$ cat config.mk
export PLATFORM = sky130hd
export DESIGN_NAME = store_buffer
export DESIGN_NICKNAME = d
export VERILOG_FILES = /design/src/rtl/store_buffer_pkg.sv /design/src/rtl/store_buffer_align.sv /design/src/rtl/store_buffer.sv
export SDC_FILE = /design/constraint.sdc
export NUM_CORES = 1
export LEC_CHECK = 0
export ABC_AREA = 1
export BUFFER_PORTS_ARGS = -buffer_cell sky130_fd_sc_hd__buf_2
export CAP_MARGIN = 20
export CORE_MARGIN = 5
export CORE_UTILIZATION = 42
export DETAILED_ROUTE_END_ITERATION = 8
export PLACE_DENSITY_LB_ADDON = 0.08
export SLEW_MARGIN = 30
export SYNTH_ARGS = -nofsm -noshare
export SYNTH_HDL_FRONTEND = slang
export SYNTH_SLANG_ARGS = --single-unit
$ cat constraint.sdc
create_clock -name clk -period 2.85 [get_ports clk]
set_input_delay 0.57 -clock clk [delete_from_list [all_inputs] [get_ports clk]]
set_output_delay 0.57 -clock clk [all_outputs]
set_load 0.01 [all_outputs]
$ cat src/rtl/store_buffer_pkg.sv
// Shared definitions for the store buffer: funct3 store codes, drain FSM states
// and the buffered entry layout.
package store_buffer_pkg;

  localparam logic [2:0] F3_SB = 3'b000;
  localparam logic [2:0] F3_SH = 3'b001;
  localparam logic [2:0] F3_SW = 3'b010;

  typedef enum logic {
    IDLE = 1'b0,
    REQ  = 1'b1
  } drain_state_e;

  typedef struct packed {
    logic [29:0] addr;
    logic [31:0] wdata;
    logic [3:0]  be;
  } sb_entry_t;

  function automatic logic [31:0] word_addr(input logic [29:0] waddr);
    return {waddr, 2'b00};
  endfunction

endpackage

$ cat src/rtl/store_buffer_align.sv
// Lane steering for one store request: funct3 and low address bits to byte
// enables, replicated write data, legality and misalignment flags.
module store_align
  import store_buffer_pkg::*;
(
  input  logic [2:0]  funct3,
  input  logic [1:0]  addr_lo,
  input  logic [31:0] data,
  output logic [3:0]  be,
  output logic [31:0] wdata,
  output logic        legal,
  output logic        misaligned
);

  // Decode store width; halfword lane ignores addr_lo[0] so it is force-aligned
  always_comb begin
    be         = 4'b0000;
    wdata      = 32'h0000_0000;
    legal      = 1'b0;
    misaligned = 1'b0;
    case (funct3)
      F3_SB: begin
        be    = 4'b0001 << addr_lo;
        wdata = {4{data[7:0]}};
        legal = 1'b1;
      end
      F3_SH: begin
        be         = addr_lo[1] ? 4'b1100 : 4'b0011;
        wdata      = {2{data[15:0]}};
        legal      = 1'b1;
        misaligned = addr_lo[0];
      end
      F3_SW: begin
        be         = 4'b1111;
        wdata      = data;
        legal      = 1'b1;
        misaligned = (addr_lo != 2'b00);
      end
      default: begin
        be         = 4'b0000;
        wdata      = 32'h0000_0000;
        legal      = 1'b0;
        misaligned = 1'b0;
      end
    endcase
  end

endmodule

$ cat src/rtl/store_buffer.sv
// Posted-write store buffer: in-order FIFO of word-aligned writes drained over
// req/ack, with load-hazard detection. STORE_BUF_ALIGN_CHK_EN rejects misaligned stores.
module store_buffer
  import store_buffer_pkg::*;
#(
  parameter int DEPTH = 4
)
(
  input  logic                    clk,
  input  logic                    rst,
  input  logic                    st_valid,
  output logic                    st_ready,
  input  logic [31:0]             st_addr,
  input  logic [31:0]             st_data,
  input  logic [2:0]              st_funct3,
  input  logic                    ld_valid,
  input  logic [31:0]             ld_addr,
  output logic                    ld_hazard,
  output logic                    mem_req,
  output logic [31:0]             mem_addr,
  output logic [31:0]             mem_wdata,
  output logic [3:0]              mem_be,
  input  logic                    mem_ack,
  output logic                    empty,
  output logic [$clog2(DEPTH):0]  count,
  output logic                    st_err
);

  localparam int PTR_W = $clog2(DEPTH);
  localparam int CNT_W = PTR_W + 1;
`ifdef STORE_BUF_ALIGN_CHK_EN
  localparam logic ALIGN_CHK = 1'b1;
`else
  localparam logic ALIGN_CHK = 1'b0;
`endif

  sb_entry_t          entries_r [DEPTH];
  logic [DEPTH-1:0]   valid_r;
  logic [PTR_W-1:0]   wr_ptr_r;
  logic [PTR_W-1:0]   rd_ptr_r;
  logic [CNT_W-1:0]   count_r;
  drain_state_e       state_r;

  logic [3:0]         al_be_s;
  logic [31:0]        al_wdata_s;
  logic               al_legal_s;
  logic               al_mis_s;
  logic               push_s;
  logic               pop_s;
  logic               go_idle_s;
  logic               hit_s;
  sb_entry_t          push_entry_s;
  sb_entry_t          head_entry_s;
  sb_entry_t          next_entry_s;
  logic [PTR_W-1:0]   rd_next_s;
  logic [DEPTH-1:0]   valid_set_s;
  logic [DEPTH-1:0]   valid_clr_s;
  logic               unused_ld_lo_s;

  store_align u_align (
    .funct3     (st_funct3),
    .addr_lo    (st_addr[1:0]),
    .data       (st_data),
    .be         (al_be_s),
    .wdata      (al_wdata_s),
    .legal      (al_legal_s),
    .misaligned (al_mis_s)
  );

  assign count     = count_r;
  assign st_ready  = (count_r != CNT_W'(DEPTH));
  assign empty     = (count_r == CNT_W'(0));
  assign push_s    = st_valid && st_ready && al_legal_s && !(ALIGN_CHK && al_mis_s);
  assign pop_s     = (state_r == REQ) && mem_ack;
  assign go_idle_s = (count_r == CNT_W'(1)) && !push_s;

  assign push_entry_s = '{addr: st_addr[31:2], wdata: al_wdata_s, be: al_be_s};
  assign head_entry_s = entries_r[rd_ptr_r];
  assign rd_next_s    = rd_ptr_r + PTR_W'(1);
  // With a single entry left, the only possible successor is the store arriving this cycle
  assign next_entry_s = (count_r > CNT_W'(1)) ? entries_r[rd_next_s] : push_entry_s;

  assign valid_set_s    = push_s ? (DEPTH'(1) << wr_ptr_r) : DEPTH'(0);
  assign valid_clr_s    = pop_s  ? (DEPTH'(1) << rd_ptr_r) : DEPTH'(0);
  assign unused_ld_lo_s = ^ld_addr[1:0];

  // Word-granular match of the load against buffered and incoming stores
  always_comb begin
    hit_s = 1'b0;
    for (int i = 0; i < DEPTH; i++) begin
      if (valid_r[i] && (entries_r[i].addr == ld_addr[31:2])) begin
        hit_s = 1'b1;
      end else begin
        hit_s = hit_s;
      end
    end
    ld_hazard = ld_valid && (hit_s || (push_s && (st_addr[31:2] == ld_addr[31:2])));
  end

  // Slot storage and per-slot valid flags
  always_ff @(posedge clk or negedge rst) begin
    if (!rst) begin
      for (int i = 0; i < DEPTH; i++) begin
        entries_r[i] <= '0;
      end
      valid_r <= '0;
    end else begin
      if (push_s) begin
        entries_r[wr_ptr_r] <= push_entry_s;
      end
      valid_r <= (valid_r & ~valid_clr_s) | valid_set_s;
    end
  end

  // Pointer and occupancy bookkeeping
  always_ff @(posedge clk or negedge rst) begin
    if (!rst) begin
      wr_ptr_r <= '0;
      rd_ptr_r <= '0;
      count_r  <= '0;
    end else begin
      if (push_s) begin
        wr_ptr_r <= wr_ptr_r + PTR_W'(1);
      end
      if (pop_s) begin
        rd_ptr_r <= rd_next_s;
      end
      case ({push_s, pop_s})
        2'b10:   count_r <= count_r + CNT_W'(1);
        2'b01:   count_r <= count_r - CNT_W'(1);
        default: count_r <= count_r;
      endcase
    end
  end

  // Drain FSM with registered memory-side outputs
  always_ff @(posedge clk or negedge rst) begin
    if (!rst) begin
      state_r   <= IDLE;
      mem_req   <= 1'b0;
      mem_addr  <= 32'h0000_0000;
      mem_wdata <= 32'h0000_0000;
      mem_be    <= 4'b0000;
    end else begin
      case (state_r)
        IDLE: begin
          if (count_r != CNT_W'(0)) begin
            state_r   <= REQ;
            mem_req   <= 1'b1;
            mem_addr  <= word_addr(head_entry_s.addr);
            mem_wdata <= head_entry_s.wdata;
            mem_be    <= head_entry_s.be;
          end
        end
        REQ: begin
          if (mem_ack) begin
            if (go_idle_s) begin
              state_r <= IDLE;
              mem_req <= 1'b0;
            end else begin
              mem_addr  <= word_addr(next_entry_s.addr);
              mem_wdata <= next_entry_s.wdata;
              mem_be    <= next_entry_s.be;
            end
          end
        end
        default: begin
          state_r <= IDLE;
          mem_req <= 1'b0;
        end
      endcase
    end
  end

  // One-cycle error pulse after a rejected misaligned attempt
  always_ff @(posedge clk or negedge rst) begin
    if (!rst) begin
      st_err <= 1'b0;
    end else begin
      st_err <= ALIGN_CHK && st_valid && st_ready && al_legal_s && al_mis_s;
    end
  end

endmodule

; ---- Word-level counts from Yosys, hierarchy flattened
; Index checks and enable logic that the tools add are counted.
[word_totals]
regBits = 345
word_cells = 116
input_bits = 104
output_inout_bits = 76
[op_classes]
n_reduce_logical = 20
shifts = 3
bitwise_logic = 7
addsub = 4
eq_ne = 15
n_mux = 41
order_cmp = 5
[ops]
columns = operator, count
row1 = two-way mux 66 bit, 6
row2 = binary-select mux 66 bit (select 2 bit), 2
row3 = bitwise mux 264 bit, 1
row4 = two-way mux 32 bit, 6
row5 = == test 30 bit, 5
row6 = demux 66 bit (select 2 bit), 1
row7 = case mux 32 bit (2 select lines), 2
row8 = case mux 32 bit (3 select lines), 1
row9 = two-way mux 4 bit, 6
row10 = case mux 4 bit (3 select lines), 1
row11 = left shift 1 x 2 -> 4 bit (first input constant), 3
row12 = logical AND 1 bit, 11
row13 = two-way mux 1 bit, 11
row14 = greater-or-equal comparator 3 bit (second input constant), 3
row15 = inverter 2 -> 3 bit, 3
row16 = case mux 4 bit (2 select lines), 1
row17 = == test 3 x 1 -> 1 bit (second input constant), 2
row18 = zero test 3 bit, 2
row19 = != test 2 bit (second input constant), 3
row20 = case mux 3 bit (2 select lines), 1
row21 = AND reduction 3 bit, 2
row22 = adder 2 x 1 -> 2 bit (second input constant), 2
row23 = AND 4 bit, 1
row24 = inverter 4 bit, 1
row25 = other kinds (17), 18

; ---- Logic depth before layout (Yosys ltp)
[depth]
depth_word = 9
mapped_depth = 13
ltp_nobuf = 12

; ---- Modules after synthesis
; Synthesis repeated with hierarchy kept, for this count alone.
[hier_totals]
cells_unflattened = 2902
area_unflattened_um2 = 20378.3
[by_module_without_submodules]
columns = mod, cells_per_inst, instances, area_each_um2, seq_area_each_um2
row1 = store_buffer, 2777, 1, 19796.5, 8583.2
row2 = store_align, 125, 1, 581.8, 0.0

; ---- Worst setup path after synthesis
; No wires, ideal clock.
[synth_timing]
path_kind = reg2reg
startpoint = register rd_ptr_r[0]
endpoint = register mem_wdata[15]
path_slack_ns = 0.428
n_path_buf = 4
stages_incl_launch_ff = 13
synth_period_minus_slack_ns = 2.422
t_arrival_ns = 2.290
setup_ns = 0.132
required_ns = 2.718
cell_sequence = dfrtp_1 -> inv_2 -> buf_2 -> buf_1 -> ha_1 -> buf_2 -> inv_2 -> clkbuf_1 -> a21oi_1 -> o21ai_0 -> nand3_1 -> a31oi_1 -> o21ai_1
[synth_via]
elab_chain_len = 9
elab_cells_between_ends = 14
cone_classes = add/sub: 1 / mux: 11 / bitwise: 2
[synth_lines]
columns = element, line
row1 = start: declaration, store_buffer.sv:40  ; logic [PTR_W-1:0] rd_ptr_r;
row2 = start signal: assignment, store_buffer.sv:126  ; rd_ptr_r <= rd_next_s;
row3 = adder 2 x 1 -> 2 bit, store_buffer.sv:79  ; assign rd_next_s = rd_ptr_r + PTR_W'(1);
row4 = named net rd_next_s[0], store_buffer.sv:55  ; logic [PTR_W-1:0] rd_next_s;
row5 = inverter 2 -> 3 bit (implied by the code), store_buffer.sv:81  ; assign next_entry_s = (count_r > CNT_W'(1)) ? entries_r[rd_next_s] : push_entry_s;
row6 = binary-select mux 66 bit (select 2 bit), store_buffer.sv:81
row7 = two-way mux 66 bit (implied by the code) (2 in a row), store_buffer.sv:81
row8 = two-way mux 66 bit, store_buffer.sv:81
row9 = two-way mux 32 bit, store_buffer.sv:157  ; if (go_idle_s) begin
row10 = two-way mux 32 bit, store_buffer.sv:156  ; if (mem_ack) begin
row11 = case mux 32 bit (2 select lines), store_buffer.sv:145  ; case (state_r)
row12 = end signal: assignment, store_buffer.sv:151  ; mem_wdata <= head_entry_s.wdata;
row13 = end signal: assignment, store_buffer.sv:162  ; mem_wdata <= next_entry_s.wdata;
row14 = end: declaration, store_buffer.sv:21  ; output logic [31:0] mem_wdata,
; The timed path passes the listed nets, and every way through them passes these cells. The select of a mux whose other input is x is not followed.
; A chain may end at the register's enable or synchronous reset.

; ---- Worst setup path after layout
[layout_timing]
startpoint = register entries_r[175] in the netlist's numbering
endpoint = output ld_hazard
[layout_via]
elab_chain_len = 7
[layout_lines]
columns = element, line
row1 = start: declaration, store_buffer.sv:37  ; sb_entry_t entries_r [DEPTH];
row2 = start signal: indexed assignment, store_buffer.sv:109  ; entries_r[wr_ptr_r] <= push_entry_s;
row3 = == test 30 bit, store_buffer.sv:91  ; if (valid_r[i] && (entries_r[i].addr == ld_addr[31:2])) begin
row4 = logical AND 1 bit, store_buffer.sv:91
row5 = two-way mux 1 bit (3 in a row), store_buffer.sv:91
row6 = logical OR 1 bit, store_buffer.sv:97  ; ld_hazard = ld_valid && (hit_s || (push_s && (st_addr[31:2] == ld_addr[31:2])));
row7 = logical AND 1 bit, store_buffer.sv:97
row8 = end: declaration, store_buffer.sv:18  ; output logic ld_hazard,
; No other way between the ends.

==> run metrics <==
status finished clean; top-area cell type share of the netlist area 42.3%; drt initial violations 1924; share of layout cells above drive strength 1 11.1%; Post-DP HPWL 49300 um; post-route ant nets 0; switching pwr 13.8 mW; synth unique cells 32; Clock transition at path regs 60 ps; Final Critical Period 2800 ps; synthesis-to-layout area growth 14.8%; share of flip-flops with an asynchronous set or reset 100%; Post-Route WL 75500 um; Mapped Area 20300 um2; Sw Ratio 46.9%; Reg2Reg Setup Slack 430 ps; Area contributors post-synth dfrtp_1 42%, nand2_1 14%, o21ai_0 13%; clk_lat worst skew 570 ps; gpl congestion 0.959; syn_area_per_cell 6.98 um2; Sink Count 343; worst-path fanout max 4; Worst Path Arrival 2230 ps; number of synthesis warnings 0; core area 47700 um2; die area 52800 um2; Yosys reg bits 343; CP Capture Type primary output; final hold violations 0; antenna violations before repair 0; CTS H-tree lvls 2; Ports 180; Starting Density 42.5%; Clk network pwr share 18.3%; worst slew pin tran 849 ps; count of buffers from port buffering 174; Wirelength per Cell 20.8 um; ant diodes 0; Worst Path Required 2280 ps; CTS Buf Count 43; setup TNS 0 ps; first-pass GRT wire length 115000 um; row cnt 80; Tot GR Track Use 27.7%; Synth area leader dfrtp_1; relative slew slack 43.4%; Die H 230 um; Layout Nets 3114; PD cells 1260 nW/um2; TritonCTS clock tree done; sequential share of power 30.7%; DRC 0; Clock Skew 15.8 ps; Startpoint Class flop; maximum clock insertion buffer count 3; Placed Cells incl. Taps 3554; via density per instance 5.60; most frequent cell after synthesis nand2_1; Worst VDD drop 0.854 mV; final period utilization 98.4%; RSZ-0062 raised after global routing no; Fmax 357 MHz; Comb power frac 51.0%; routed vias 20.4k; Post-synth EDFFs 0; final setup fails 0; Leakage 11.0 nW; Overflow after GRT 0; Syn Inst Count 2907; DRT Pass-1 Iters 6; largest net degree at the start of global routing 269; sequential cell area fraction in the yosys report 42.3%; final max-slew violation count 0; number of global-route vias before repair 19.3k; fin cells 3638; Setup CP Type flop to primary output; max cap viols 0; Die Wd 230 um; CTS Root Cell clkbuf_16; top_reg_cell synth dfrtp_1; Post-synth top cells 778 x nand2_1, 538 x o21ai_0, 343 x dfrtp_1, 271 x a21oi_1, 266 x inv_1; Internal 15.6 mW; Min-Delay Path Class input port to flop
[what timing repair did]
action,4_1_cts,5_1_grt
setup buffers,1,9
hold buffers,1,0
gates resized for setup,0,15
setup endpoints to repair,1,1
pin swaps,0,1
hold endpoints to repair,27,0
[worst max-delay path, cell delays in order (launching register included)]
cell and delay, ps:
dfrtp_1 390, inv_1 80, o21ai_0 410, nor2_1 100, nand2_1 80, nor2_1 50
nand2_1 70, nor2_1 40, nor2_1 80, nand3_1 140, nand2_1 90, inv_1 30
buf_2 120
[power groups by stage]
stage               combinational (mW)  sequential [mW]  clock, mW
floorplan                         9.92             8.71          0
global placement                  14.3             9.00          0
detailed placement                14.7             9.05          0
CTS                               14.7             9.00       5.51
global route                      16.8             9.32       5.68
finish                            15.0             9.03       5.39
[sequential cells by signal (all words and copies together), names as in the netlist]
signal and cells:
entries_r 264, mem_be 4, wr_ptr_r 2, mem_addr 30
rd_ptr_r 2, mem_req 1, valid_r 4, count 3
mem_wdata 32, state_r 1
[stage by stage]
step                power, mW  util [%]  cell area, um2  hold WS [ps]  worst slack, ps
detailed placement       23.7      45.5           21700           461              255
CTS                      29.2      48.4           23100           314             1.91
global placement         23.3      45.5           21700           463              246
global route             31.8      48.8           23300           356            0.990
floorplan                18.6         -           20300           274              428
finish                   29.4      48.8           23300           349             45.7
[area by class of cell]
| class | count | area, um2 |
|---|---|---|
| flip-flops and latches | 343 | 8600 |
| fillers | 4809 | 24500 |
| repair buffers | 236 | 1660 |
| inverters | 274 | 1040 |
| well taps | 615 | 769 |
| multi-input cells | 2099 | 9860 |
| clock buffers | 62 | 1250 |
| clock inverters | 9 | 113 |
[cell families after synthesis]
kind of cell             share of synthesized area, %
flip-flops                                       42.3
XOR/XNOR                                        0.993
adder cells (fa/ha/maj)                         0.802
AO/OA/AOI/OAI                                    25.4
buffers and inverters                            9.50
other                                          0.0185
AND/OR/NAND/NOR                                  21.0
[metal layers]
metal  global-route usage, %  vias to the layer above  share of wire [%]
met3                    3.49                      162                6.5
met2                    45.2                      833                 47
li1                        -                     9769                  -
met4                    11.5                        0                4.1
met5                       0                        -                  0
met1                    37.6                     9621                 43
[final timing paths]
path,start,end,cells past startpoint
max,entries_r[175],ld_hazard,12
min,mem_ack,mem_req,4
max reg2reg,rd_ptr_r[0],mem_wdata[10],8
min reg2reg,mem_wdata[11],mem_wdata[11],2
max in group asynchronous,rst,state_r,3
min in group asynchronous,rst,entries_r[58],2
[cell usage in the layout, fill, tap and decap left out, drive strengths merged]
| master | count |
|---|---|
| xnor2 | 12 |
| o22ai | 3 |
| nand2 | 781 |
| bufinv | 2 |
| nand4 | 13 |
| xor2 | 11 |
| dfrtp | 343 |
| inv | 275 |
| nand3 | 109 |
| buf | 235 |
| clkbuf | 62 |
| nor2 | 171 |
| conb | 3 |
| a21oi | 272 |
| clkinv | 5 |
| clkinvlp | 1 |
| a22oi | 5 |
| ha | 13 |
| a31oi | 53 |
| o21ai | 606 |
| o211ai | 47 |
| dlygate4sd3 | 1 |
Note: power is estimated with default switching activity, not from simulation.
